File: src/rtl/sync_multi.sv
// Multi-channel input synchroniser: per-channel flop chain, glitch filter and
// registered rise/fall strobes, plus a registered any-change flag across channels.

module sync_multi_lane #(
    parameter int   STAGES     = 2,
    parameter int   FILTER_LEN = 1,
    parameter int   CNT_W      = 1,
    parameter logic RST_BIT    = 1'b0
) (
    input  logic clk,
    input  logic rst,
    input  logic async_in,
    output logic sync_out,
    output logic rise_pulse,
    output logic fall_pulse,
    output logic chg_nxt
);
    logic [STAGES-1:0] stage;
    logic [CNT_W-1:0]  cnt;
    logic              raw;
    logic              flip;

    assign raw     = stage[STAGES-1];
    // sync_out adopts raw only after FILTER_LEN consecutive mismatching cycles
    assign flip    = (raw != sync_out) && (cnt == CNT_W'(FILTER_LEN - 1));
    assign chg_nxt = flip;

    always_ff @(posedge clk) begin
        if (rst) begin
            stage      <= {STAGES{RST_BIT}};
            sync_out   <= RST_BIT;
            cnt        <= '0;
            rise_pulse <= 1'b0;
            fall_pulse <= 1'b0;
        end else begin
            stage      <= {stage[STAGES-2:0], async_in};
            rise_pulse <= flip & raw;
            fall_pulse <= flip & ~raw;
            if (raw == sync_out) begin
                cnt <= '0;
            end else if (flip) begin
                sync_out <= raw;
                cnt      <= '0;
            end else begin
                cnt <= cnt + 1'b1;
            end
        end
    end
endmodule

module sync_multi #(
    parameter int               WIDTH      = 1,
    parameter int               STAGES     = 2,
    parameter logic [WIDTH-1:0] RESET_VAL  = {WIDTH{1'b0}},
    parameter int               FILTER_LEN = 1
) (
    input  logic             clk,
    input  logic             rst,
    input  logic [WIDTH-1:0] async_in,
    output logic [WIDTH-1:0] sync_out,
    output logic [WIDTH-1:0] rise_pulse,
    output logic [WIDTH-1:0] fall_pulse,
    output logic             any_change
);
    localparam int CNT_W = $clog2(FILTER_LEN + 1);

    logic [WIDTH-1:0] chg_nxt;

    if (STAGES < 2 || STAGES > 8) begin : g_bad_stages
        $error("sync_multi: STAGES must be in 2..8");
    end
    if (FILTER_LEN < 1 || FILTER_LEN > 255) begin : g_bad_filter
        $error("sync_multi: FILTER_LEN must be in 1..255");
    end

    for (genvar i = 0; i < WIDTH; i++) begin : g_lane
        sync_multi_lane #(
            .STAGES    (STAGES),
            .FILTER_LEN(FILTER_LEN),
            .CNT_W     (CNT_W),
            .RST_BIT   (RESET_VAL[i])
        ) u_lane (
            .clk       (clk),
            .rst       (rst),
            .async_in  (async_in[i]),
            .sync_out  (sync_out[i]),
            .rise_pulse(rise_pulse[i]),
            .fall_pulse(fall_pulse[i]),
            .chg_nxt   (chg_nxt[i])
        );
    end

    // Registered from the lanes' next-cycle flip so it lines up with the pulses
    always_ff @(posedge clk) begin
        if (rst) any_change <= 1'b0;
        else     any_change <= |chg_nxt;
    end
endmodule

File: config.mk
export PLATFORM = sky130hd
export DESIGN_NAME = sync_multi
export DESIGN_NICKNAME = d
export VERILOG_FILES = /design/src/rtl/sync_multi.sv
export SDC_FILE = /design/constraint.sdc
export NUM_CORES = 1
export LEC_CHECK = 0
export ABC_AREA = 1
export CAP_MARGIN = 20
export CORE_AREA = 2 2 39 41
export DETAILED_ROUTE_END_ITERATION = 16
export DIE_AREA = 0 0 41 43
export PLACE_DENSITY_LB_ADDON = 0.08
export SLEW_MARGIN = 20
export SYNTH_ARGS = -nofsm -noshare
export SYNTH_HDL_FRONTEND = slang
export SYNTH_HIERARCHICAL = 1
export SYNTH_SLANG_ARGS = --single-unit
File: constraint.sdc
create_clock -name clk -period 1 [get_ports clk]
set_input_delay 0.1 -clock clk [delete_from_list [all_inputs] [get_ports clk]]
set_output_delay 0.1 -clock clk [all_outputs]
set_load 0.02 [all_outputs]
Yosys cells after proc, flatten, opt, wreduce, memory -nomap -nowiden
Index checks and enable logic that the tools add are counted.
- add/subtract/negate cells: 1
- multipliers: 0
- div/mod/pow operators: 0
- $lt $le $gt $ge: 0
- equal/unequal tests: 2
- shift operators: 0
- mux-type cells: 0
- bitwise gates (word level): 5
- reductions and logical operators: 3
- operators with widths (operator ; count):
    $not 1->1 ; 3
    $reduce_or 3->1 ; 1
    $and 1x1->1 ; 2
    $reduce_and 2->1 ; 1
    $add 1x1->1 const B ; 1
    $eq 1x1->1 ; 1
    $logic_and 1x1->1 ; 1
    $ne 1x1->1 ; 1
- register bits after elaboration: 7
- latch bits: 0
- RAM bits: 0
- memory bits (read-only): 0
- bits of input ports: 3
- output and inout port bits: 4
- logic and storage cells: 17
- memories kept: 0

Longest topological paths before layout
- depth in word-level cells: 3
- gate-level depth with buffers: 5
- depth with buffers taken out: 5

Cells and area by module
The synthesis kept the hierarchy.
- modules (own cells, without submodules) (module ; times used ; cells each ; area an instance (um2) ; sequential area each (um2)):
    sync_multi_lane ; 1 ; 25 ; 198.9 ; 120.1
    sync_multi ; 1 ; 3 ; 30.0 ; 20.0

Least setup slack after synthesis
OpenSTA, ideal clock, no wires.
- kind: reg-to-reg
- start point: register g_lane[0].u_lane.sync_out
- end point: register any_change
- setup time: 108 ps
- arrival: 748 ps
- required time: 892 ps
- setup slack: 144 ps
- cell stages (with the launch flop): 6
- path buffers: 0
- clock period less this slack: 856 ps
- path through: dfxtp_1 nand2_1 nand2_2 a21oi_1 inv_1 nor2_2
- longest elaborated chain between the ends: 2
- RTL lines (item ; RTL line ; RTL):
    from (decl) ; 13 ; output logic sync_out,
    from (signal assigned) ; 42 ; sync_out <= raw;
    $ne 1x1->1 ; 25 ; assign flip = (raw != sync_out) && (cnt == CNT_W'(FILTER_LEN - 1));
    $logic_and 1x1->1 ; 25 ;
    named net chg_nxt ; 67 ; logic [WIDTH-1:0] chg_nxt;
    to (signal assigned) ; 96 ; else any_change <= |chg_nxt;
    to (decl) ; 63 ; output logic any_change
The timed path passes the listed nets, and every way through them passes these cells.
A chain may end at the register's enable or synchronous reset.

Worst setup path after layout
- start point: register any_change
- end point: output port any_change
No word-level cell between the ends.

==> run metrics <==
Synth Area in Adders=0; clock share of power=0.436; clock-pin transition on the worst setup and hold timing paths=roughly 0.05 ns; Num Clock Sinks=7; wire length on met1=164 um; CP peak stage delay=~0.32 ns; Max Clk Rate=~1000 MHz; simple-gate share of the synthesized area=0.219; post-synthesis cell type count=11; Max VDD drop=469 uV; DIE WIDTH=41 um; most frequent cell after synthesis=dfxtp_1; critical path's top delay family=buffers and inverters; XOR/XNOR share of the synthesized area=0; Synth Flop Type=dfxtp_1; full die area=about 1800 sq um; Reg power frac=0.500; EDFF count, synth=0; Post-synth top cells=dfxtp_1, inv_1, nor2_1; Ys Warns=6; Synth Instances=28; Max Used Layer=met4; Leak=0.171 nW; Hold Violations, Final=0; Int Power=459 uW; drt wl/cell=6.29 um; # nets final=between 40 and 50; ranking of synthesized cells by area=dfxtp_1, inv_1, nor2_1; htree depth=1; Gate power share=0.064; share of flip-flops with an asynchronous set or reset=0; Seq cells post-synth=7; hold_buf cts=0; final setup fails=0; sw frac=0.213; vias in the first global route=around 140; Max Slew Vio Count=0; # DRC=0; Buf/Inv on CP=1; RSZ-0062 raised after global routing=no; Worst Hold Class=primary input to flip-flop; crit share post-route=0.958; CORE AREA=1380 sq um; height of the chip=43 um; setup TNS=0 ns; Clock Latency Late Sink=0.25 ns; CTS Buf Count=3; multiplexer share of the synthesized area=0; WL met3=31 um; Fin Clk Skew=0.00421 ns; Post-DRT Antenna Nets=0; via/cell ratio=3.20; initial antenna violation count=0; Yosys top cell area share=0.612; NetSw=124 uW; GRT Overall Usage=0.0532; Worst setup SP type=flip-flop; syn nets=31; diodes inserted=0; HPWL after DPL=263 um; first-pass GRT wire length=524 um; worst hold slack=~0.37 ns; Crit Path Class=flip-flop to output port; largest net degree at the start of global routing=6; main combinational cell family by area after synthesis=simple AND/OR/NAND/NOR gates; CP Capture Type=output port; complex-gate fraction of the synthesized area=0.0219; clk buf depth=2; Syn Area/Cell=8.18 sq um; root buffer cell=clkbuf_4; WL final=352 um; # fillers=164; I/O Pins=7; CTS tree=yes; drt first pass iters=3; PortBufs=6; Synth-to-Final Area Change=50.3%; minimum clock period=0.958 ns; GP Congestion=0.650; Rows=14; total grt overflow=0; DRT iter0 DRCs=3; Power Dens Cells=1690 nW/um^2; Setup Buffers After CTS=0; Worst Path Max Fanout=1; starting density of the core=0.165; area of the mapped netlist=229 sq um; critical path's slowest cell=dlygate4sd2_1; share of cells above drive strength 1=0.250; metal2 WL=150 um; CP Cell Sequence=dlygate4sd2_1; Critical Path AT=approximately 0.86 ns; status=complete, no violations; via count=between 150 and 200; WP data required=0.90 ns; sequential-to-total area share from yosys stat=0.612; Max Cap Violations=0; post-synth top area cell=dfxtp_1
kinds of logic (layout without fill, tap and decap cells):
group / Yosys count / in the layout
AO/OA/AOI/OAI: 1 / 1
buffers and inverters: 8 / 20
flip-flops: 7 / 7
other: 1 / 1
AND/OR/NAND/NOR: 11 / 11
metal layers:
layer	vias up	GRT usage
li1	102	-
met1	68	0.0643
met2	7	0.0469
met3	2	0.0314
met4	0	0.0800
met5	-	0
per-stage QoR:
step,util,setup slack (ns),cells,area [sq um],power [mW]
2_1_floorplan,-,0.144,28,229,0.314
5_1_grt,0.249,0.0110,56,344,0.624
6_report,0.249,0.0420,56,344,0.583
4_1_cts,0.250,0.00574,56,347,0.601
3_3_place_gp,0.234,0.00114,52,324,0.337
3_5_place_dp,0.234,-0.00955,52,324,0.337
final timing paths:
kind	endpoint	slack, ns	cells after the start	startpoint
setup / recovery	any_change	0.04	1	any_change$_SDFF_PP0_
hold reg to reg	g_lane[0].u_lane/stage[1]$_SDFF_PP0_	0.40	2	g_lane[0].u_lane/stage[0]$_SDFF_PP0_
hold / removal	g_lane[0].u_lane/stage[0]$_SDFF_PP0_	0.37	3	async_in
setup reg to reg	any_change$_SDFF_PP0_	0.15	6	g_lane[0].u_lane/sync_out$_SDFFE_PP0P_
registers in the layout, summed over array words and instances, names as in the netlist:
| register | cells |
|---|---|
| g_lane.u_lane/cnt | 1 |
| any_change | 1 |
| g_lane.u_lane/stage | 2 |
| g_lane.u_lane/fall_pulse | 1 |
| g_lane.u_lane/rise_pulse | 1 |
| g_lane.u_lane/sync_out | 1 |
repair_timing:
| action | 4_1_cts | 5_1_grt |
|---|---|---|
| pin swaps | 0 | 0 |
| setup endpoints to repair | 4 | 3 |
| gates resized for setup | 5 | 3 |
| endpoints found under the hold margin | 0 | 0 |
power by group through the flow:
stage	Combinational (mW)	Clock [mW]	Sequential (mW)
after CTS	0.0383	0.271	0.291
after floorplan	0.0130	0	0.301
after global placement	0.0396	0	0.297
after detailed placement	0.0400	0	0.297
final	0.0374	0.254	0.291
after global routing	0.0427	0.289	0.292
area by class of cell:
cell class | count | area [sq um] | area share
repair buffers | 8 | 68.8 | 0.200
well taps | 16 | 20.0 | 0.0582
multi-input cells | 13 | 58.8 | 0.171
inverters | 8 | 30.0 | 0.0873
clock buffers | 4 | 26.3 | 0.0764
flip-flops and latches | 7 | 140 | 0.407
cell usage in the layout (no fill, tap or decap):
master	n
clkdlybuf4s50_1	2
clkdlybuf4s15_1	2
inv_2	2
buf_4	2
nor2_1	4
dfxtp_1	7
conb_1	1
inv_1	6
clkbuf_4	3
clkbuf_2	1
nand2_2	1
nand4_1	1
dlygate4sd2_1	1
a21oi_1	1
nor2_2	1
clkbuf_1	1
nand2_1	3
nand3_1	1
Power figures use the tool's default switching activity.
